--- config.mk ---
export PLATFORM = sky130hd
export DESIGN_NAME = hazard_control_unit
export DESIGN_NICKNAME = d
export VERILOG_FILES = /design/src/rtl/hazard_pkg.sv /design/src/rtl/hazard_raw_detect.sv /design/src/rtl/hazard_control_unit.sv
export SDC_FILE = /design/constraint.sdc
export NUM_CORES = 1
export LEC_CHECK = 0
export ABC_AREA = 1
export ABC_CLOCK_PERIOD_IN_PS = 1700
export BUFFER_PORTS_ARGS = -buffer_cell sky130_fd_sc_hd__buf_2
export CELL_PAD_IN_SITES_DETAIL_PLACEMENT = 1
export CELL_PAD_IN_SITES_GLOBAL_PLACEMENT = 2
export CORE_ASPECT_RATIO = 1.2
export CORE_UTILIZATION = 24
export DETAILED_ROUTE_END_ITERATION = 10
export GPL_TIMING_DRIVEN = 0
export PLACE_DENSITY = 0.76
export RECOVER_POWER = 50
export SYNTH_ARGS = -nofsm -noshare
export SYNTH_HDL_FRONTEND = slang
export SYNTH_SLANG_ARGS = --single-unit
--- constraint.sdc ---
create_clock -name clk -period 1.7 [get_ports clk]
set_input_delay 0.085 -clock clk [delete_from_list [all_inputs] [get_ports clk]]
set_output_delay 0.085 -clock clk [all_outputs]
set_load 0.005 [all_outputs]
--- src/rtl/hazard_pkg.sv ---
// Shared types for the hazard control unit: sequencer state encoding, the bundle
// of pipeline control outputs, and canned control patterns used by the sequencer.
package hazard_pkg;

    typedef enum logic [2:0] {
        RUN       = 3'd0,
        RAW_STALL = 3'd1,
        MEM_WAIT  = 3'd2,
        DRAIN     = 3'd3,
        HALTED    = 3'd4
    } hazard_state_e;

    localparam logic [4:0] REG_ZERO = 5'd0;

    typedef struct packed {
        logic pc_write;
        logic if_id_write;
        logic id_ex_bubble;
        logic if_id_flush;
        logic id_ex_flush;
        logic pipe_hold;
        logic halted;
    } hazard_ctrl_t;

    function automatic hazard_ctrl_t ctrl_run();
        return '{pc_write: 1'b1, if_id_write: 1'b1, default: 1'b0};
    endfunction

    // Hold PC and IF/ID, push a NOP into ID/EX.
    function automatic hazard_ctrl_t ctrl_bubble();
        return '{id_ex_bubble: 1'b1, default: 1'b0};
    endfunction

    function automatic hazard_ctrl_t ctrl_freeze();
        return '{pipe_hold: 1'b1, default: 1'b0};
    endfunction

    function automatic hazard_ctrl_t ctrl_flush();
        return '{pc_write: 1'b1, if_id_write: 1'b1, if_id_flush: 1'b1,
                 id_ex_flush: 1'b1, default: 1'b0};
    endfunction

    function automatic hazard_ctrl_t ctrl_halted();
        return '{pipe_hold: 1'b1, halted: 1'b1, default: 1'b0};
    endfunction

endpackage

--- src/rtl/hazard_raw_detect.sv ---
// Distance-1 RAW compare: producer in EX, consumer in ID. x0 never creates a hazard.
module hazard_raw_detect
    import hazard_pkg::*;
(
    input  logic [4:0] rs1,
    input  logic [4:0] rs2,
    input  logic       uses_rs2,
    input  logic [4:0] rd,
    input  logic       regwrite,
    output logic       raw
);

    assign raw = regwrite && (rd != REG_ZERO) &&
                 ((rd == rs1) || (uses_rs2 && (rd == rs2)));

endmodule

--- src/rtl/hazard_control_unit.sv ---
// Pipeline sequencer for the 5-stage RV32 core: RAW bubbles, memory freeze, branch
// flush and halt drain. Optional HAZARD_STATS_EN adds free-running event counters.
module hazard_control_unit
    import hazard_pkg::*;
#(
    parameter int RAW_STALL_CYCLES = 1,
    parameter int DRAIN_CYCLES     = 3
) (
    input  logic          clk,
    input  logic          rst,
    input  logic [4:0]    if_id_rs1,
    input  logic [4:0]    if_id_rs2,
    input  logic          if_id_uses_rs2,
    input  logic [4:0]    id_ex_rd,
    input  logic          id_ex_regwrite,
    input  logic          branch_taken,
    input  logic          mem_busy,
    input  logic          halt_req,
    output logic          pc_write,
    output logic          if_id_write,
    output logic          id_ex_bubble,
    output logic          if_id_flush,
    output logic          id_ex_flush,
    output logic          pipe_hold,
    output logic          halted,
    output hazard_state_e fsm_state
`ifdef HAZARD_STATS_EN
    ,
    output logic [31:0]   stall_cycles,
    output logic [31:0]   flush_count,
    output logic [31:0]   freeze_cycles
`endif
);

    localparam int DRAIN_W = (DRAIN_CYCLES < 1) ? 1 : $clog2(DRAIN_CYCLES + 1);

    hazard_state_e      state, state_next;
    hazard_state_e      resume_state, resume_next;
    hazard_state_e      eff_state;
    logic [1:0]         stall_cnt, stall_next;
    logic [DRAIN_W-1:0] drain_cnt, drain_next;
    logic               pend_flush, pend_next;
    logic               raw;
    logic               drain_final;
    hazard_ctrl_t       ctrl;

    hazard_raw_detect u_raw (
        .rs1      (if_id_rs1),
        .rs2      (if_id_rs2),
        .uses_rs2 (if_id_uses_rs2),
        .rd       (id_ex_rd),
        .regwrite (id_ex_regwrite),
        .raw      (raw)
    );

    // MEM_WAIT only marks a freeze; once memory is ready the frozen state resumes
    // in the same cycle, so all decisions are taken on the effective state.
    assign eff_state   = (state == MEM_WAIT) ? resume_state : state;
    assign drain_final = (eff_state == DRAIN) && (drain_cnt == '0);

    always_ff @(posedge clk) begin
        if (rst) begin
            state        <= RUN;
            resume_state <= RUN;
            stall_cnt    <= '0;
            drain_cnt    <= '0;
            pend_flush   <= 1'b0;
        end else begin
            state        <= state_next;
            resume_state <= resume_next;
            stall_cnt    <= stall_next;
            drain_cnt    <= drain_next;
            pend_flush   <= pend_next;
        end
    end

    always_comb begin
        ctrl        = ctrl_run();
        state_next  = state;
        resume_next = resume_state;
        stall_next  = stall_cnt;
        drain_next  = drain_cnt;
        pend_next   = pend_flush;

        if (eff_state == HALTED || drain_final) begin
            ctrl       = ctrl_halted();
            state_next = HALTED;
        end else if (mem_busy) begin
            ctrl = ctrl_freeze();
            if (state != MEM_WAIT) begin
                state_next  = MEM_WAIT;
                resume_next = state;
            end
            if (branch_taken) begin
                pend_next = 1'b1;
            end
        end else if (eff_state == DRAIN) begin
            // Instructions past the halting one are already bubbles; nothing to flush.
            ctrl       = ctrl_bubble();
            drain_next = drain_cnt - DRAIN_W'(1);
            state_next = DRAIN;
        end else if (branch_taken || pend_flush) begin
            ctrl       = ctrl_flush();
            pend_next  = 1'b0;
            stall_next = '0;
            state_next = RUN;
        end else if (halt_req) begin
            if (eff_state == RAW_STALL || raw) begin
                ctrl = ctrl_bubble();
            end
            stall_next = '0;
            drain_next = DRAIN_W'(DRAIN_CYCLES);
            state_next = DRAIN;
        end else if (eff_state == RAW_STALL) begin
            ctrl       = ctrl_bubble();
            stall_next = stall_cnt - 2'd1;
            state_next = (stall_cnt <= 2'd1) ? RUN : RAW_STALL;
        end else if (raw) begin
            ctrl = ctrl_bubble();
            if (RAW_STALL_CYCLES > 1) begin
                state_next = RAW_STALL;
                stall_next = 2'(RAW_STALL_CYCLES - 1);
            end else begin
                state_next = RUN;
            end
        end else begin
            state_next = RUN;
        end

        if (rst) begin
            ctrl = ctrl_bubble();
        end
    end

    assign pc_write     = ctrl.pc_write;
    assign if_id_write  = ctrl.if_id_write;
    assign id_ex_bubble = ctrl.id_ex_bubble;
    assign if_id_flush  = ctrl.if_id_flush;
    assign id_ex_flush  = ctrl.id_ex_flush;
    assign pipe_hold    = ctrl.pipe_hold;
    assign halted       = ctrl.halted;
    assign fsm_state    = state;

`ifdef HAZARD_STATS_EN
    always_ff @(posedge clk) begin
        if (rst) begin
            stall_cycles  <= '0;
            flush_count   <= '0;
            freeze_cycles <= '0;
        end else begin
            if (id_ex_bubble) stall_cycles  <= stall_cycles + 32'd1;
            if (if_id_flush)  flush_count   <= flush_count + 32'd1;
            if (pipe_hold)    freeze_cycles <= freeze_cycles + 32'd1;
        end
    end
`endif

endmodule

==> results of run 1 <==
==> how the worst min path moves through the flow <==
stage / start / end / slack [ns] / cells after the start
final: rst / resume_state[0] / 0.13 / 2
after global routing: branch_taken / pend_flush / 0.14 / 3
after CTS: rst / fsm_state[2] / 0.1 / 2
after detailed placement: rst / resume_state[2] / 0.35 / 2
after global placement: rst / resume_state[2] / 0.34 / 2
after floorplan: rst / fsm_state[2] / 0.15 / 1
==> kinds of logic (layout without fill, tap and decap cells) <==
kind of cell / Yosys count / count (layout)
AO/OA/AOI/OAI: 17 / 17
adder cells (fa/ha/maj): 2 / 2
AND/OR/NAND/NOR: 92 / 92
flip-flops: 11 / 11
buffers and inverters: 35 / 84
XOR/XNOR: 1 / 1
==> synth_stat cells, drive strengths merged <==
cell / instances
inv: 32
nor3: 2
o21ai: 7
xnor2: 1
a21oi: 10
clkbuf: 1
nand2: 50
ha: 2
dfxtp: 11
buf: 2
nor2: 21
or2: 1
nand4: 7
nand3: 11
==> per-stage QoR <==
stage          instances  hold WS, ns
2_1_floorplan        158       0.1541
3_3_place_gp         240       0.3400
3_5_place_dp         240       0.3542
4_1_cts              253      0.09880
5_1_grt              259       0.1440
6_report             259       0.1290
==> timing repair <==
action	in CTS	in global routing
pin swaps	8	12
setup endpoints to repair	7	11
resized for setup	20	19
buffers inserted	10	7
==> power by group through the flow <==
stage,Clock [uW],Sequential [uW],Combinational (uW)
after floorplan,0,283,110
after global placement,0,285,169
final,271,279,216
after detailed placement,0,286,176
after CTS,283,280,198
after global routing,299,280,242
==> layer usage <==
metal | track usage | vias to the layer above | share of wire
li1 | - | 588 | -
met1 | 0.1764 | 537 | 0.40
met2 | 0.3014 | 25 | 0.56
met3 | 0.02612 | 2 | 0.032
met4 | 0.03175 | 0 | 0.0038
met5 | 0 | - | 0
==> state kept, by name, summed over array words and instances, names as in the netlist <==
register,count
drain_cnt,2
fsm_state,3
pend_flush,1
resume_state,3
stall_cnt,2
==> final cells by class <==
| class | instances | area, sq um |
|---|---|---|
| plain buffers | 1 | 3.754 |
| clock buffers | 4 | 45.04 |
| fillers | 507 | 2205 |
| inverters | 32 | 125.1 |
| multi-input cells | 112 | 669.4 |
| flip-flops and latches | 11 | 232.7 |
| well taps | 52 | 65.06 |
| repair buffers | 47 | 287.8 |
==> worst max-delay path, cell delays in order (launching register included) <==
cell     delay (ns)
dfxtp_4        0.38
inv_4          0.04
nand3_2        0.06
nand2_2        0.08
nor2_4         0.18
buf_6          0.16
nand2_8        0.06
o21ai_2        0.10
inv_1          0.06
a21oi_2        0.10
buf_2          0.12
==> metrics.md, run 1 <==
| Metric | Value |
|---|---|
| Vias in the first global route | ~1.1k |
| Clock network fraction of total power | 0.354 |
| Utilization after layout | 0.3933 |
| R2R cell count | 10 |
| Total number of vias | 1152 |
| Final clock skew | roughly 0.0026 ns |
| Inserted Clock Buffers | 3 |
| P_sw | 239.1 uW |
| FMAX | 0.6007 GHz |
| Final Setup Violations | 0 |
| Reg clk slew, reported paths | 0.05 ns |
| CP Launch Type | flop |
| Pre-antenna DRT Iters | 4 |
| Reg-to-reg slack, setup | 0.13 ns |
| I/O Pins | 32 |
| Clk sink count | 11 |
| # port buffers | 30 |
| DR WL/cell | ~12 um |
| TritonCTS clock tree | done |
| Top cells by area, synth | dfxtp_1, nand2_1, inv_1, nor2_1, a21oi_1 |
| Critical Path Sink Type | output port |
| RSZ-0062 raised after global routing | yes |
| Layout cell share with drive strength beyond 1 | 0.3961 |
| Most frequent cells in the layout | nand2_1, inv_1, buf_2, nor2_1, buf_4 |
| Status | complete, no violations |
| Largest area contributor in the netlist | dfxtp_1 |
| Die width | 58.36 um |
| Most common cell after layout, fill and taps aside | nand2_1 |
| Detailed Route Iter0 Violations | 9 |
| FF-to-FF Start | fsm_state[0] |
| Synth Area in Compound Gates | 0.09713 |
| Adder-Cell Fraction of Synth Area | 0.02736 |
| Mux cell area share after synthesis | 0 |
| Int Pwr | 526.4 uW |
| CTS Root Buffer Type | clkbuf_8 |
| Drt drc | 0 |
| Synth warn | 0 |
| Synthesized cell area | just over 900 sq um |
| Period utilization | 0.9793 |
| Site row count | 24 |
| Final Instance Area | 1429 sq um |
| Slew Viols, Final | 0 |
| Worst-Skew Late Latency | 0.24 ns |
| Post-synthesis net count | between 150 and 200 |
| Grt ovf | 0 |
| Floorplan core area | around 3600 sq um |
| FF+latch count, synth | 11 |
| Die height | approximately 70 um |
| Final Net Count | 232 |
| VDD IR max | roughly 0.0004 V |
| Routed WL | 3.161 mm |
| RR Endpoint | drain_cnt[1] |
| Routed Antenna Nets | 0 |
| Synth Area in Simple Gates | 0.4733 |
| Slew Limit Headroom | 0.6129 |
| Placed inst area | about 1100 sq um |
| Max Cap Violations | 0 |
| Hpwl dp | approximately 2.2 mm |
| Pre-CTS WS | -0.04415 ns |
| Part of the power in registers | 0.364 |
| Setup TNS | 0 ns |
| Max Root-Sink Buffers | 2 |
| First-pass GRT wire length | 5.002 mm |
| Syn Inst Count | around 160 |
| CP Capture Point | id_ex_bubble |
| Vias per cell | 4.448 |
| Synth Area in XOR/XNOR | 0.009576 |
| Crit. Startpoint | fsm_state[0] |
| Final worst slack | about 0.035 ns |
| Initial antenna violation count | 0 |
| Static leakage | 0.0007714 uW |
| Starting Density | 0.2517 |
| Layout area overhead | 56.22% |
| Sequential share of the synthesized area | 0.2408 |
| Pin count of the biggest net entering global routing | 11 |
| Crit Path Class | flop to output port |
| Crit path DAT | approximately 1.6 ns |
| Critical path required time | 1.62 ns |
| CTS H-tree depth | 1 |
| Syn avg cell area | 5.789 sq um |
| Total GRT Usage | 0.1576 |
| Die area | 4063 sq um |
| Tot Pwr | 765.5 uW |
| Final Hold Fails | 0 |
| Min cycle time layout | 1.665 ns |
| Combinational share of power | 0.282 |
| Gpl congestion | between 0.7 and 0.8 |
| Antenna diode count | 0 |
| Hold buffers post-CTS | 0 |
| Pwr per Cell Area | 535.7 nW/um^2 |
| Switching Share | 0.3123 |
| Hold/Removal Path Class | input port to flop |
| Unique cell type count in the Yosys netlist | 23 |
| Synth top area share | 0.2408 |
| Crit path max fanout | 4 |
| Least-Margin Pin Slew | 0.5806 ns |
| Largest family of logic cells by synthesized area | simple AND/OR/NAND/NOR gates |
(Power assumes the default switching activity.)
==> inputs of run 2 (changes only) <==
Settings changed: BUFFER_PORTS_ARGS -buffer_cell sky130_fd_sc_hd__buf_2 to -buffer_cell sky130_fd_sc_hd__buf_4, CAP_MARGIN from default to 40.
==> run 2 against run 1 <==
  * The run now ends with setup timing left
  * Final cell count grew 2.3%
  * Critical path type unchanged
  * Setup slack got worse by 0.048 ns
  * Sequential share of layout area fell by 1.4 points
  * Sequential power about the same
  * Core utilization up 3.7 points
  * Critical path depth grew 2
  * Flip-flop and latch count unchanged
  * Maximum frequency shrank 2.8%
  * Highest routed layer unchanged
  * Routed wire length rose by 3.3%
==> metrics.md, run 2 (synthesis gave the netlist of run 1 again) <==
| Metric | Value |
|---|---|
| Floorplan core area | 3633 sq um (unchanged) |
| Most frequent cells in the layout | buf_4, nand2_1, inv_1, nor2_1, a21oi_1 |
| FMAX | 0.5839 GHz (-2.8%) |
| FF-to-FF Start | fsm_state[1] |
| Failing checks | setup timing |
| Total number of vias | 1184 (+2.8%) |
| Die area | 4063 sq um (unchanged) |
| Die height | 69.63 um (unchanged) |
| Most common cell after layout, fill and taps aside | buf_4 |
| CP Launch Type | flop |
| Final worst slack | -0.01248 ns (-0.04771 ns) |
| I/O Pins | 32 (unchanged) |
| Die width | 58.36 um (unchanged) |
| Pwr per Cell Area | 505.0 nW/um^2 (-5.7%) |
| Routed Antenna Nets | 0 (unchanged) |
| Final Setup Violations | 1 (+1) |
| Least-Margin Pin Slew | 0.5305 ns (-0.05012 ns) |
| Clk sink count | 11 (unchanged) |
| Detailed Route Iter0 Violations | 20 (+11) |
| Layout area overhead | 70.73% |
| Grt ovf | 0 (unchanged) |
| DR WL/cell | 12.32 um (+0.98%) |
| # port buffers | 30 (unchanged) |
| Min-Delay Startpoint | rst |
| Fillers | 481 (-5.1%) |
| Fin cells | 265 (+2.3%) |
| Pre-antenna DRT Iters | 3 (-1) |
| Final Net Count | 238 (+2.6%) |
| Static leakage | 0.0008162 uW (+5.8%) |
| Crit path max fanout | 4 (unchanged) |
| Status | finished with violations |
| Grt peak-use layer | met2 |
| First-pass GRT wire length | 5.175 mm (+3.5%) |
| Min-Delay Path Depth | 2 (unchanged) |
| Reg-to-reg slack, setup | 0.05 ns (-0.08 ns) |
| Layout cell share with drive strength beyond 1 | 0.4131 (+0.01701) |
| Max Root-Sink Buffers | 2 (unchanged) |
| Site row count | 24 (unchanged) |
| Starting Density | 0.2517 (unchanged) |
| Final clock skew | 0.001597 ns (-0.001020 ns) |
| GR Layer Usage met3 | 0.03545 (+0.009328) |
| Hold/Removal Path Class | input port to flop |
| Hold worst-path end | fsm_state[2] |
| VDD IR max | 0.0004349 V (+5.7%) |
| Worst-Skew Late Latency | 0.24 ns (about the same) |
| Min cycle time layout | 1.712 ns (+0.04771 ns) |
| RSZ-0062 raised after global routing | yes |
| CTS H-tree depth | 1 (unchanged) |
| Vias per cell | 4.468 (+0.45%) |
| Hpwl dp | 2.270 mm (+3.0%) |
| Max Cap Violations | 0 (unchanged) |
| Critical Path Sink Type | output port |
| Met1 usage | 0.1741 (-0.002291) |
| Slew Viols, Final | 0 (unchanged) |
| Slew Limit Headroom | 0.6464 (+0.03341) |
| Placed inst area | 1205 sq um (+6.6%) |
| Crit path DAT | 1.63 ns (+0.05 ns) |
| Utilization after layout | 0.4298 (+0.03650) |
| R2R cell count | 11 (+1) |
| Final Instance Area | 1562 sq um (+9.3%) |
| Drt drc | 0 (unchanged) |
| Inserted Clock Buffers | 3 (unchanged) |
| CTS Root Buffer Type | clkbuf_8 |
| Global Route met2 Usage | 0.3155 (+0.01405) |
| Pin count of the biggest net entering global routing | 11 (unchanged) |
| Hold buffers post-CTS | 0 (unchanged) |
| Crit Path Class | flop to output port |
| Dpl cells | 240 (unchanged) |
| Routed WL | 3.266 mm (+3.3%) |
| Initial antenna violation count | 0 (unchanged) |
| Critical path required time | 1.62 ns (about the same) |
| Total GRT Usage | 0.1617 (+0.004167) |
| Reg clk slew, reported paths | 0.05 ns (about the same) |
| Setup TNS | -0.01248 ns (-0.01248 ns) |
| Final hold slack | 0.07562 ns (-0.05336 ns) |
| Antenna diode count | 0 (unchanged) |
| Period utilization | 1.007 (+0.02806) |
| Final Hold Fails | 0 (unchanged) |
| TritonCTS clock tree | done |
| RR Endpoint | drain_cnt[1] |
| Gpl congestion | 0.7140 (+0.86%) |
| Vias in the first global route | 1218 (+6.7%) |
[run 2: cell count changes in the layout (fill, tap and decap cells not counted)]
cell / change
nor2_1: -1
buf_6: +4
nand2_2: -1
buf_4: +31
nor2_4: +1
buf_2: -29
inv_2: +2
nand2_1: +1
inv_4: -2
[run 2: repair_timing]
| action | 4_1_cts | 5_1_grt |
|---|---|---|
| cloned | 0 | 0 |
| setup buffers | 15 | 7 |
| setup endpoints to repair | 7 | 9 |
| endpoints found under the hold margin | 0 | 0 |
| pin swaps | 11 | 12 |
| gates resized for setup | 20 | 22 |
[run 2: worst max-delay path by stage]
stage | startpoint | end | depth (start not counted)
2_1_floorplan | fsm_state[0] | pc_write | 10
6_report | fsm_state[1] | pc_write | 12
3_3_place_gp | fsm_state[0] | pc_write | 11
3_5_place_dp | fsm_state[1] | pc_write | 11
5_1_grt | fsm_state[1] | pc_write | 12
4_1_cts | fsm_state[0] | pc_write | 11
[run 2: critical path: stages (launching register included)]
cell	delay [ns]
dfxtp_4	0.38
nand2_4	0.06
nor2_4	0.12
nor2_4	0.05
nor2_4	0.16
buf_6	0.15
nand2_8	0.06
nand2_4	0.06
nor2_4	0.04
nand2_2	0.06
inv_2	0.04
buf_6	0.10
buf_6	0.10
[run 2: area by class of cell]
type | instances | area, sq um | share of cell area
Sequential cell | 11 | 232.7 | 0.1490
Clock buffer | 4 | 45.04 | 0.02885
Timing Repair Buffer | 52 | 409.1 | 0.2620
Buffer | 2 | 15.01 | 0.009615
Tap cell | 52 | 65.06 | 0.04167
Inverter | 32 | 120.1 | 0.07692
Multi-Input combinational cell | 112 | 674.4 | 0.4319
[run 2: routing by layer]
metal / up-vias / share of wire
met1: 560 / 0.39
met3: 2 / 0.038
met5: - / 0
li1: 601 / -
met4: 0 / 0.0052
met2: 21 / 0.56
[run 2: per-stage QoR]
step                      total power [uW]  worst slack, ns
after global routing                 840.0         -0.09556
after floorplan                      393.0           0.2915
after detailed placement             483.0         -0.06374
final                                788.5         -0.01248
after CTS                            777.3         -0.02464
after global placement               474.1         -0.04155
[run 2: power breakdown]
part | switching (uW) | internal, uW | leakage (uW) | total (uW)
clock network | 102 | 165 | 0.0000228 | 267
logic | 126 | 117 | 0.000701 | 243
registers | 10.4 | 268 | 0.0000927 | 279
